`config.mk`:
```
export PLATFORM = sky130hd
export DESIGN_NAME = gg_text_loader_flat
export DESIGN_NICKNAME = d
export VERILOG_FILES = /design/src/rtl/gg_text_loader_if.sv /design/src/rtl/gg_text_loader.sv /design/src/flat_wrapper.sv
export SDC_FILE = /design/constraint.sdc
export NUM_CORES = 1
export LEC_CHECK = 0
export ABC_AREA = 1
export CELL_PAD_IN_SITES_DETAIL_PLACEMENT = 0
export CELL_PAD_IN_SITES_GLOBAL_PLACEMENT = 1
export CORE_UTILIZATION = 40
export CTS_BUF_LIST = sky130_fd_sc_hd__clkbuf_2 sky130_fd_sc_hd__clkbuf_4 sky130_fd_sc_hd__clkbuf_8
export CTS_CLUSTER_SIZE = 28
export DETAILED_ROUTE_END_ITERATION = 10
export GPL_TIMING_DRIVEN = 1
export PLACE_DENSITY_LB_ADDON = 0.12
export SYNTH_ARGS = -nofsm -noshare
export SYNTH_HDL_FRONTEND = slang
export SYNTH_SLANG_ARGS = --single-unit
```
`constraint.sdc`:
```
create_clock -name clk -period 4 [get_ports clk]
set_clock_uncertainty 0.2 [all_clocks]
set_input_delay 0.8 -clock clk [delete_from_list [all_inputs] [get_ports clk]]
set_output_delay 0.8 -clock clk [all_outputs]
set_load 0.02 [all_outputs]
```
`src/rtl/gg_text_loader_if.sv`:
```
// Download-channel and code-bus signal bundle for the Game Genie text loader.
// The master side is the HPS download source plus the code-bus observer;
// the slave side is the loader itself.
interface gg_text_loader_if;
    logic        dl_active;
    logic        dl_wr;
    logic [7:0]  dl_data;
    logic        dl_wait;
    logic [37:0] code;
    logic [3:0]  code_count;
    logic [3:0]  bad_count;
    logic        overflow;

    modport master (
        output dl_active, dl_wr, dl_data,
        input  dl_wait, code, code_count, bad_count, overflow
    );

    modport slave (
        input  dl_active, dl_wr, dl_data,
        output dl_wait, code, code_count, bad_count, overflow
    );
endinterface

```
`src/rtl/gg_text_loader.sv`:
```
// Game Genie text loader: parses an ASCII cheat stream, decodes 6/8-letter
// codes and drives one-cycle frames onto the code bus. Every download starts
// by clearing all evaluator slots.
module gg_text_loader #(
    parameter int MAX_CODES = 9
) (
    input  logic              clk,
    input  logic              reset_n,
    gg_text_loader_if.slave   bus
);

    localparam logic [1:0] S_IDLE    = 2'd0;
    localparam logic [1:0] S_CLEAR   = 2'd1;
    localparam logic [1:0] S_COLLECT = 2'd2;
    localparam logic [1:0] S_EMIT    = 2'd3;

    localparam logic [3:0] LAST_IDX = 4'(MAX_CODES - 1);
    localparam logic [3:0] MAX_CNT  = 4'(MAX_CODES);

    // Map a byte to {is_letter, nibble}; lower case folds onto upper case.
    function automatic logic [4:0] letter_val(input logic [7:0] c);
        logic [7:0] u;
        u = (c >= 8'h61 && c <= 8'h7A) ? (c - 8'h20) : c;
        case (u)
            8'h41:   return 5'h10; // A
            8'h50:   return 5'h11; // P
            8'h5A:   return 5'h12; // Z
            8'h4C:   return 5'h13; // L
            8'h47:   return 5'h14; // G
            8'h49:   return 5'h15; // I
            8'h54:   return 5'h16; // T
            8'h59:   return 5'h17; // Y
            8'h45:   return 5'h18; // E
            8'h4F:   return 5'h19; // O
            8'h58:   return 5'h1A; // X
            8'h55:   return 5'h1B; // U
            8'h4B:   return 5'h1C; // K
            8'h53:   return 5'h1D; // S
            8'h56:   return 5'h1E; // V
            8'h4E:   return 5'h1F; // N
            default: return 5'h00;
        endcase
    endfunction

    // Token separators: LF, CR, space, comma, semicolon.
    function automatic logic is_sep(input logic [7:0] c);
        return (c == 8'h0A) || (c == 8'h0D) || (c == 8'h20) ||
               (c == 8'h2C) || (c == 8'h3B);
    endfunction

    // Saturating 4-bit increment for the malformed-code counter.
    function automatic logic [3:0] sat_inc4(input logic [3:0] v);
        return (v == 4'hF) ? v : v + 4'd1;
    endfunction

    logic [1:0]       state_q, state_d;
    logic             act_q;
    logic [3:0]       idx_q, idx_d;
    logic [7:0][3:0]  nib_q, nib_d;
    logic [3:0]       len_q, len_d;
    logic             inv_q, inv_d;
    logic [37:0]      code_q, code_d;
    logic [3:0]       cnt_q, cnt_d;
    logic [3:0]       bad_q, bad_d;
    logic             ovf_q, ovf_d;
    logic             wait_q, wait_d;

    logic [4:0]       ltr;
    logic             sep;
    logic             rise;
    logic             accept;
    logic             len8;
    logic [14:0]      addr;
    logic [7:0]       cmp;
    logic [7:0]       rep;

    assign ltr  = letter_val(bus.dl_data);
    assign sep  = is_sep(bus.dl_data);
    assign rise = bus.dl_active & ~act_q;

    // Bytes are taken only while collecting, when not stalled, and while the
    // download is active or on the very edge where it ends.
    assign accept = bus.dl_wr & ~wait_q & (bus.dl_active | act_q) &
                    (state_q == S_COLLECT);

    // Letter-to-field scramble; address bit 15 is implied by the evaluator.
    assign len8 = (len_q == 4'd8);
    assign addr = {nib_q[3][2:0], nib_q[4][3], nib_q[5][2:0], nib_q[1][3],
                   nib_q[2][2:0], nib_q[3][3], nib_q[4][2:0]};
    assign cmp  = len8 ? {nib_q[6][3], nib_q[7][2:0], nib_q[5][3], nib_q[6][2:0]}
                       : 8'h00;
    assign rep  = {nib_q[0][3], nib_q[1][2:0],
                   (len8 ? nib_q[7][3] : nib_q[5][3]), nib_q[0][2:0]};

    // Parser next-state: clear sweep, token collection and token resolution.
    always_comb begin
        state_d = state_q;
        idx_d   = idx_q;
        nib_d   = nib_q;
        len_d   = len_q;
        inv_d   = inv_q;
        code_d  = '0;
        cnt_d   = cnt_q;
        bad_d   = bad_q;
        ovf_d   = ovf_q;
        wait_d  = 1'b0;

        if (rise) begin
            // A new download always restarts from the slot sweep and drops
            // any half-collected token.
            state_d = S_CLEAR;
            idx_d   = 4'd0;
            cnt_d   = 4'd0;
            bad_d   = 4'd0;
            ovf_d   = 1'b0;
            nib_d   = '0;
            len_d   = 4'd0;
            inv_d   = 1'b0;
        end else begin
            case (state_q)
                S_CLEAR: begin
                    code_d = {1'b1, idx_q, 33'd0};
                    wait_d = 1'b1;
                    if (idx_q == LAST_IDX) begin
                        state_d = S_COLLECT;
                    end else begin
                        idx_d = idx_q + 4'd1;
                    end
                end
                S_COLLECT: begin
                    if (accept) begin
                        if (sep) begin
                            state_d = S_EMIT;
                            wait_d  = 1'b1;
                        end else if (!inv_q) begin
                            if (!ltr[4] || len_q == 4'd8) begin
                                inv_d = 1'b1;
                            end else begin
                                nib_d[len_q[2:0]] = ltr[3:0];
                                len_d = len_q + 4'd1;
                            end
                        end
                    end else if (!bus.dl_active) begin
                        // End of download flushes the pending token.
                        state_d = S_EMIT;
                        wait_d  = 1'b1;
                    end
                end
                S_EMIT: begin
                    if (len_q == 4'd0 && !inv_q) begin
                        // Empty token: nothing to report.
                    end else if (inv_q || (len_q != 4'd6 && len_q != 4'd8)) begin
                        bad_d = sat_inc4(bad_q);
                    end else if (cnt_q == MAX_CNT) begin
                        ovf_d = 1'b1;
                    end else begin
                        code_d = {1'b1, cnt_q, 1'b1, len8, addr, cmp, rep};
                        cnt_d  = cnt_q + 4'd1;
                    end
                    nib_d   = '0;
                    len_d   = 4'd0;
                    inv_d   = 1'b0;
                    state_d = bus.dl_active ? S_COLLECT : S_IDLE;
                end
                default: begin
                    // Idle: only a dl_active rise leaves this state.
                end
            endcase
        end
    end

    // State and output registers; reset drops any frame in flight at once.
    always_ff @(posedge clk or negedge reset_n) begin
        if (!reset_n) begin
            state_q <= S_IDLE;
            act_q   <= 1'b0;
            idx_q   <= 4'd0;
            nib_q   <= '0;
            len_q   <= 4'd0;
            inv_q   <= 1'b0;
            code_q  <= '0;
            cnt_q   <= 4'd0;
            bad_q   <= 4'd0;
            ovf_q   <= 1'b0;
            wait_q  <= 1'b0;
        end else begin
            state_q <= state_d;
            act_q   <= bus.dl_active;
            idx_q   <= idx_d;
            nib_q   <= nib_d;
            len_q   <= len_d;
            inv_q   <= inv_d;
            code_q  <= code_d;
            cnt_q   <= cnt_d;
            bad_q   <= bad_d;
            ovf_q   <= ovf_d;
            wait_q  <= wait_d;
        end
    end

    assign bus.code       = code_q;
    assign bus.dl_wait    = wait_q;
    assign bus.code_count = cnt_q;
    assign bus.bad_count  = bad_q;
    assign bus.overflow   = ovf_q;

endmodule

```
`src/flat_wrapper.sv`:
```
// flat-port wrapper written by rule: the top's interface ports become plain ports
module gg_text_loader_flat 
#(
    parameter int MAX_CODES = 9
)
  (clk, reset_n, bus_dl_active, bus_dl_wr, bus_dl_data, bus_dl_wait, bus_code, bus_code_count, bus_bad_count, bus_overflow);
  gg_text_loader_if bus_i ();
  input  logic clk;
  input  logic reset_n;
  input wire logic [$bits(bus_i.dl_active)-1:0] bus_dl_active;
  input wire logic [$bits(bus_i.dl_wr)-1:0] bus_dl_wr;
  input wire logic [$bits(bus_i.dl_data)-1:0] bus_dl_data;
  output wire logic [$bits(bus_i.dl_wait)-1:0] bus_dl_wait;
  output wire logic [$bits(bus_i.code)-1:0] bus_code;
  output wire logic [$bits(bus_i.code_count)-1:0] bus_code_count;
  output wire logic [$bits(bus_i.bad_count)-1:0] bus_bad_count;
  output wire logic [$bits(bus_i.overflow)-1:0] bus_overflow;
  assign bus_i.dl_active = bus_dl_active;
  assign bus_i.dl_wr = bus_dl_wr;
  assign bus_i.dl_data = bus_dl_data;
  assign bus_dl_wait = bus_i.dl_wait;
  assign bus_code = bus_i.code;
  assign bus_code_count = bus_i.code_count;
  assign bus_bad_count = bus_i.bad_count;
  assign bus_overflow = bus_i.overflow;
  gg_text_loader #(.MAX_CODES(MAX_CODES)) u_core (.clk(clk), .reset_n(reset_n), .bus(bus_i));
endmodule
```
==> results of run 1 <==
-- registers in the layout, indices dropped and copies added (netlist names) --
register	count
u_core.len_q	4
u_core.nib_q	16
u_core.addr	15
u_core.state_q	2
u_core.bus.overflow	1
u_core.act_q	1
u_core.bus.bad_count	4
u_core.idx_q	4
u_core.inv_q	1
u_core.bus.dl_wait	1
u_core.bus.code_count	4
u_core.bus.code	38
-- metal layers --
layer  GRT usage (%)  up-vias
met1           25.30     1690
met5               0        -
met4           6.458        0
met2           29.68       74
met3           3.148        6
li1                -     1844
-- cells in the final DEF, fill, tap and decap left out, drive strengths merged --
cell	count
inv	76
nor2	82
o21a	2
nand3b	4
nor3	23
nand4	15
ha	13
clkinv	2
bufinv	1
o21ai	18
clkinvlp	1
nand3	53
nor3b	1
o31ai	1
a21oi	14
and3	1
a311oi	2
dfrtp	91
nor4	2
o21bai	1
clkbuf	13
clkdlybuf4s50	58
a31oi	2
xor2	1
buf	12
nand2	119
-- final cells by class --
type	instances	area, sq um	share of cell area, %
multi-input combinational	354	1770	32.74
tap	140	175.2	3.239
inverter	77	289.0	5.345
sequential	91	2277	42.11
clock inverter	3	46.29	0.8561
clock buffer	13	166.4	3.077
timing repair buffer	70	683.2	12.63
-- through the flow --
stage / util (%) / cells
finish: 49.88 / 748
global route: 49.88 / 748
floorplan: - / 535
global placement: 47.92 / 732
detailed placement: 47.92 / 732
CTS: 49.88 / 748
-- kinds of logic (layout without fill, tap and decap cells) --
group                    Yosys count  in the layout  share of synthesized area [%]
flip-flops                        91             91                          51.34
XOR/XNOR                           1              1                         0.1975
buffers and inverters             90            163                          8.744
adder cells (fa/ha/maj)           13             13                          3.667
AND/OR/NAND/NOR                  300            300                          31.09
AO/OA/AOI/OAI                     40             40                          4.965
-- worst max-delay path, cell delays in order --
cell and delay (ns):
clkdlybuf4s50_1 0.58, inv_1 0.09, ha_1 0.30, nor2_1 0.14, nand3_2 0.09, nand2_2 0.06, nand2_1 0.10, nor2_1 0.13
o21ai_0 0.13, nand2_1 0.08, inv_1 0.06, nand3_2 0.08, nand3_2 0.10, nand2_4 0.25, buf_4 0.20, nand2_4 0.06
nand2_1 0.06, nand2_1 0.05
-- worst paths after layout --
check,start,cells past startpoint,endpoint
max,bus_dl_data[5],18,u_core.nib_q[6]
min,reset_n,1,u_core.bus.code[37]
max reg2reg,u_core.len_q[0],12,u_core.bus.bad_count[3]
min reg2reg,u_core.nib_q[27],2,u_core.nib_q[27]
max in group asynchronous,reset_n,2,u_core.len_q[3]
min in group clk,u_core.nib_q[27],2,u_core.nib_q[27]
-- power groups by stage --
stage                     sequential, mW  combinational, mW  clock [mW]
after floorplan                     1.10              0.637           0
after detailed placement            1.10              0.849           0
after global placement              1.10              0.836           0
after CTS                           1.08              0.853       0.673
after global routing                1.10              0.966       0.706
final                               1.08              0.847       0.654
==> impl_metrics.ini, run 1 <==
[synth]
synth_seq_cells = 91
synth_edf_count = 0
synthTopCellsByCount = 113 x nand2_1, 91 x dfrtp_1, 78 x nor2_1
synth_nets = 560
synth.most_common_cell = nand2_1
synth_warnings = 0
syn-instance-count = 535
synth.distinct_cells = 33
ys.flop_type = dfrtp_1
netlist.top_cell.by_area = dfrtp_1
yosysSeqAreaShare_pct = 51.34
synthesis.area_sq_um = 4436
syn_avg_cell_area_sq_um = 8.291
synthTopCellsByArea = dfrtp_1 51%, nand2_1 9.6%, nor2_1 6.6%, inv_1 6.1%, nand3_1 5.4%
async_reset_ff_share_pct = 100.0
synth_top_cell_area_share_pct = 51.34

[timing]
setup_viol = 0
clock.fmax_mhz = 301.3
period_needed_ns = 3.319
worst-slew-pin-transition_ns = 0.5696
slew_headroom_pct = 61.79
fin_crit_sh_pct = 82.97
drv_slew = 0
finalWorstSetupSlack_ns = 0.6811
rsz0062_at_grt = no
timing.hold.ws_ns = 0.1419
tns_ns = 0
hold_violations = 0

[power]
p_comb_share_pct = 32.8
leakagePower_nw = 2.628
switchingPower_uw = 959.6
switching_share_pct = 37.15
clkPwrFrac_pct = 25.3
p_seq_share_pct = 41.9
total_power_mw = 2.583
powerDensity_nw_per_um2 = 477.6
p_int_mw = 1.623
ir_worst_vdd_mv = 0.2060

[die]
ios = 60
start_util_pct = 40.92
core-area_sq_um = 10840
die_w_um = 107.3
die-area_sq_um = 11510
die_h_um = 107.3
row_count = 38

[clocking]
clock_path_buffers = 2
numClockSinks = 91
htreeDepth = 3
cts_root_buffer = clkbuf_8
post_cts_resized = 0
clk_latency_ns = 0.36
cts_tree = yes
ctsHoldBuffers = 0
cts_setup_buffers = 0
clkSlewWorstSetupHoldPaths_ns = 0.09
cts_made_buffers = 9

[hold_path]
hp-class = in2async

[global_route]
grt_antenna_before_repair = 0
grt_pass1_vias = 3498
overflow = 0
grt_usage_pct = 18.51
grt_max_degree = 35
grt_pass1_wl_um = 16630

[placed_design]
dp_hpwl_um = 7044
portBuffers = 59
gp_congestion = 0.8406
dpl_cell_area_sq_um = 5195
preCtsSetupSlack_ns = 0.3351

[routing]
wl_met3_um = 342
wl_met2_um = 4577
viasPerCell = 4.832
drtPass1Iterations = 7
num_vias = 3614
wl_met1_um = 4562
ant_nets = 0
drt-initial-drc-count = 210
highest_layer = met4
wl_per_cell_um = 12.73
route.detailed.drc = 2
wl_um = 9523

[worst_setup_path]
critPathRequiredTime_ns = 4.05
crit_fanout = 27
start_kind = input pin
arrival_ns = 3.37
critPathKind = in2reg
cp-end-kind = flop
r2r_setup_slack_ns = 1.35

[finish]
design_area_sq_um = 5408
final_layout_size_suffix_gt1_share_pct = 8.224
fillers = 1104
area_delta_synth_final_pct = 21.92
fin_nets = 628
antenna_cells = 0

[outcome]
violations = DRC
status = finished, violations left

[job]
maxCapViolCount = 0
Power figures use the tool's default switching activity.
==> inputs of run 2 (changes only) <==
Clock period 4 ns to 3.2 ns, I/O delays scaled along.
==> impl_metrics.ini, run 2 (same netlist as run 1, synthesis figures left out) <==
[outcome]
status = finished, violations left
violations = DRC

[power]
ir_worst_vdd_mv = 0.2617
total_power_mw = 3.290
powerDensity_nw_per_um2 = 596.1
leakagePower_nw = 2.702

[placed_design]
dpl_cell_area_sq_um = 5318
preCtsSetupSlack_ns = -0.03183
dpl.cell_count = 745
portBuffers = 59
gp_congestion = 0.8265
dp_hpwl_um = 7087

[die]
row_count = 38
core-area_sq_um = 10840
start_util_pct = 40.92
ios = 60
die_w_um = 107.3
die_h_um = 107.3
die-area_sq_um = 11510

[clocking]
clock_path_buffers = 2
cts_made_buffers = 9
clkSlewWorstSetupHoldPaths_ns = 0.08
cts_root_buffer = clkbuf_8
htreeDepth = 3
cts_setup_buffers = 0
post_cts_resized = 0
cts_tree = yes
clk_latency_ns = 0.36
ctsHoldBuffers = 0
numClockSinks = 91

[timing]
fin_crit_sh_pct = 89.17
period_needed_ns = 2.853
rsz0062_at_grt = no
clock.fmax_mhz = 350.5
drv_slew = 0
setup_viol = 0
slew_headroom_pct = 61.02
worst-slew-pin-transition_ns = 0.5848
finalWorstSetupSlack_ns = 0.3467
hold_violations = 0

[finish]
largest_reg_flops = 38
final_util_pct = 50.91
layout_commonest_cell = nand2_1
final_cell_mix = 113 x nand2_1, 91 x dfrtp_1, 78 x nor2_1, 72 x inv_1, 58 x clkdlybuf4s50_1
area_delta_synth_final_pct = 24.43
fillers = 1064
antenna_cells = 0
final_layout_size_suffix_gt1_share_pct = 10.14
fin_nets = 641
design_area_sq_um = 5519
fin_cells = 761

[global_route]
grt_util_met1_pct = 24.39
grt_usage_pct = 18.25
grt_antenna_before_repair = 0
grt_use_met2_pct = 30.00
grt_pass1_vias = 3502
grt_pass1_wl_um = 16420
overflow = 0
busiest_layer = met2
grt_use_met3_pct = 3.329
grt_max_degree = 48

[routing]
drtPass1Iterations = 8
wl_um = 9551
ant_nets = 0
wl_per_cell_um = 12.55
viasPerCell = 4.787
num_vias = 3643
route.detailed.drc = 2
drt-initial-drc-count = 204

[worst_setup_path]
critPathRequiredTime_ns = 3.25
crit_fanout = 16
arrival_ns = 2.91
cp-end-kind = flop
start_kind = input pin
critPathKind = in2reg

[job]
maxCapViolCount = 0

[hold_path]
hp-class = in2async
-- run 2: changes by cell type in the layout (fill, tap and decap cells not counted), sizes merged --
| cell | change |
|---|---|
| clkbuf | -1 |
| inv | +1 |
| clkinvlp | -1 |
| buf | +13 |
| clkinv | +1 |
-- run 2: final timing paths --
| check | start | end | slack, ns | cells after the start |
|---|---|---|---|---|
| worst min register to register | u_core.nib_q[1] | u_core.nib_q[1] | 0.28 | 2 |
| worst max-delay path | bus_dl_data[6] | u_core.addr[14] | 0.35 | 18 |
| max in group asynchronous | reset_n | u_core.nib_q[25] | 2.08 | 2 |
| worst max register to register | u_core.len_q[0] | u_core.bus.bad_count[3] | 0.54 | 12 |
| min in group clk | u_core.nib_q[1] | u_core.nib_q[1] | 0.28 | 2 |
| worst min-delay path | reset_n | u_core.bus.bad_count[2] | 0.07 | 1 |
-- run 2: power by group --
| part | internal (mW) | switching (mW) |
|---|---|---|
| logic | 0.425 | 0.720 |
| clock network | 0.401 | 0.389 |
| registers | 1.25 | 0.106 |
| total | 2.07 | 1.22 |
-- run 2: final cells by class --
| cell class | instances | area (sq um) | share of cell area [%] |
|---|---|---|---|
| Clock inverter | 4 | 48.80 | 0.8842 |
| Sequential cell | 91 | 2277 | 41.26 |
| Tap cell | 140 | 175.2 | 3.174 |
| Inverter | 77 | 289.0 | 5.237 |
| Timing Repair Buffer | 83 | 805.8 | 14.60 |
| Clock buffer | 12 | 152.6 | 2.766 |
| Multi-Input combinational cell | 354 | 1770 | 32.08 |
-- run 2: worst max-delay path: stages --
cell	delay [ns]
clkdlybuf4s50_1	0.47
inv_1	0.07
ha_1	0.28
nor2_1	0.13
nand3_2	0.09
nand2_2	0.06
nand2_1	0.09
nor2_1	0.13
o21ai_0	0.11
nand2_1	0.08
inv_1	0.06
nand3_2	0.08
nand3_2	0.09
nand2_4	0.20
buf_12	0.17
nand2_4	0.06
nand2_1	0.05
nand2_1	0.04
-- run 2: stage by stage --
step / setup TNS, ns / hold slack [ns]
2_1_floorplan: 0 / 0.1444
3_3_place_gp: 0 / 0.2594
3_5_place_dp: -0.1484 / 0.2624
4_1_cts: 0 / 0.08089
5_1_grt: 0 / 0.1168
6_report: 0 / 0.07438
-- run 2: routing by layer --
layer | part of all wire, % | vias to the layer above
met5 | 0 | -
met4 | 0.44 | 0
li1 | - | 1867
met3 | 3.0 | 6
met2 | 49 | 73
met1 | 47 | 1697
==> inputs of run 3 (changes only) <==
Settings changed: HOLD_SLACK_MARGIN set to 0.15.
==> impl_metrics.ini, run 3 (same netlist as run 1, synthesis figures left out) <==
[worst_setup_path]
crit_fanout = 16
cp-end-kind = flop
r2r_setup_slack_ns = 0.53
timing.rr.end = u_core.bus.bad_count[3]
r2r_start = u_core.len_q[0]
arrival_ns = 2.91
worst-r2r-cell-count = 12
start_kind = input pin
critPathKind = in2reg
critPathRequiredTime_ns = 3.25

[routing]
wl_um = 9610
wl_per_cell_um = 12.61
drt-initial-drc-count = 188
viasPerCell = 4.764
drtPass1Iterations = 8
route.detailed.drc = 2
num_vias = 3630
ant_nets = 0

[timing]
drv_slew = 0
worst-slew-pin-transition_ns = 0.5865
hold_violations = 0
rsz0062_at_grt = no
clock.fmax_mhz = 350.6
period_needed_ns = 2.853
fin_crit_sh_pct = 89.14
setup_viol = 0
slew_headroom_pct = 60.90

[die]
ios = 60
row_count = 38
start_util_pct = 40.92
die-area_sq_um = 11510
die_h_um = 107.3
core-area_sq_um = 10840
die_w_um = 107.3

[hold_path]
holdPathStages = 2
hp-class = reg2reg
hold_path_end = u_core.nib_q[28]
min_from = u_core.nib_q[28]

[outcome]
status = finished, violations left
violations = DRC

[placed_design]
portBuffers = 59
dp_hpwl_um = 7087
gp_congestion = 0.8265
dpl.cell_count = 745
dpl_cell_area_sq_um = 5318

[global_route]
grt_pass1_vias = 3502
grt_usage_pct = 18.25
grt_use_met2_pct = 30.00
grt_pass1_wl_um = 16420
grt_util_met1_pct = 24.39
overflow = 0
grt_antenna_before_repair = 0
grt_use_met3_pct = 3.329
grt_max_degree = 48
busiest_layer = met2

[clocking]
htreeDepth = 3
clk_latency_ns = 0.36
cts_setup_buffers = 0
clkSlewWorstSetupHoldPaths_ns = 0.08
clock_path_buffers = 2
cts_made_buffers = 9
cts_root_buffer = clkbuf_8
cts_tree = yes
numClockSinks = 91

[finish]
antenna_cells = 0
fin_nets = 642
area_delta_synth_final_pct = 24.65
layout_commonest_cell = nand2_1
final_cell_mix = 113 x nand2_1, 91 x dfrtp_1, 78 x nor2_1, 72 x inv_1, 58 x clkdlybuf4s50_1
fin_cells = 762
design_area_sq_um = 5529
largest_reg_flops = 38
final_layout_size_suffix_gt1_share_pct = 10.13
seq_area_sq_um = 2277
multiInputGateArea_sq_um = 1770
fillers = 1063

[power]
leakagePower_nw = 2.706
switching_share_pct = 36.99
p_seq_share_pct = 41.1
p_comb_share_pct = 34.8
switchingPower_mw = 1.219
p_int_mw = 2.075
ir_worst_vdd_mv = 0.2619
clkPwrFrac_pct = 24.0
powerDensity_nw_per_um2 = 595.8

[job]
maxCapViolCount = 0
run 3: final cells by class:
cell class	instances	share of cell area (%)
clock buffer	12	2.761
clock inverter	4	0.8826
tap	140	3.168
sequential	91	41.19
inverter	77	5.227
multi-input combinational	354	32.02
timing repair buffer	84	14.75
run 3: metal layers:
layer | up-vias | wire, um
met5 | - | 0
met4 | 0 | 37
met3 | 6 | 274
met2 | 69 | 4686
met1 | 1685 | 4612
li1 | 1870 | -
run 3: power groups by stage:
| stage | clock network [mW] | logic (mW) | registers [mW] |
|---|---|---|---|
| global route | 0.869 | 1.29 | 1.37 |
| CTS | 0.826 | 1.16 | 1.35 |
| detailed placement | 0 | 1.15 | 1.38 |
| global placement | 0 | 1.13 | 1.37 |
| finish | 0.792 | 1.15 | 1.36 |
| floorplan | 0 | 0.796 | 1.38 |
run 3: how the worst max path moves through the flow:
stage               depth (start not counted)              end      startpoint  slack (ns)
floorplan                                  17  u_core.addr[12]  bus_dl_data[5]        0.69
global placement                           18  u_core.addr[14]  bus_dl_data[5]        0.02
detailed placement                         18   u_core.addr[3]  bus_dl_data[5]       -0.03
CTS                                        18  u_core.addr[14]  bus_dl_data[5]        0.35
global route                               18   u_core.addr[3]  bus_dl_data[6]        0.10
finish                                     18  u_core.addr[14]  bus_dl_data[6]        0.35
run 3: through the flow:
stage	setup WS, ns	hold slack (ns)	utilization, %	TNS (ns)	total power, mW
5_1_grt	0.1018	0.3081	51.00	0	3.534
6_report	0.3475	0.2786	51.00	0	3.294
2_1_floorplan	0.6920	0.1444	-	0	2.172
3_3_place_gp	0.01649	0.2594	49.05	0	2.498
3_5_place_dp	-0.03183	0.2624	49.05	-0.1484	2.527
4_1_cts	0.3490	0.2848	51.00	0	3.336
run 3: critical path, cell delays in order:
cell	delay, ns
clkdlybuf4s50_1	0.47
inv_1	0.07
ha_1	0.28
nor2_1	0.13
nand3_2	0.09
nand2_2	0.06
nand2_1	0.09
nor2_1	0.13
o21ai_0	0.11
nand2_1	0.08
inv_1	0.06
nand3_2	0.08
nand3_2	0.09
nand2_4	0.19
buf_12	0.17
nand2_4	0.06
nand2_1	0.05
nand2_1	0.04
run 3: what timing repair did:
item / CTS / global route
gates resized for setup: 0 / 0
hold buffers: 1 / 0
endpoints found under the hold margin: 46 / 0
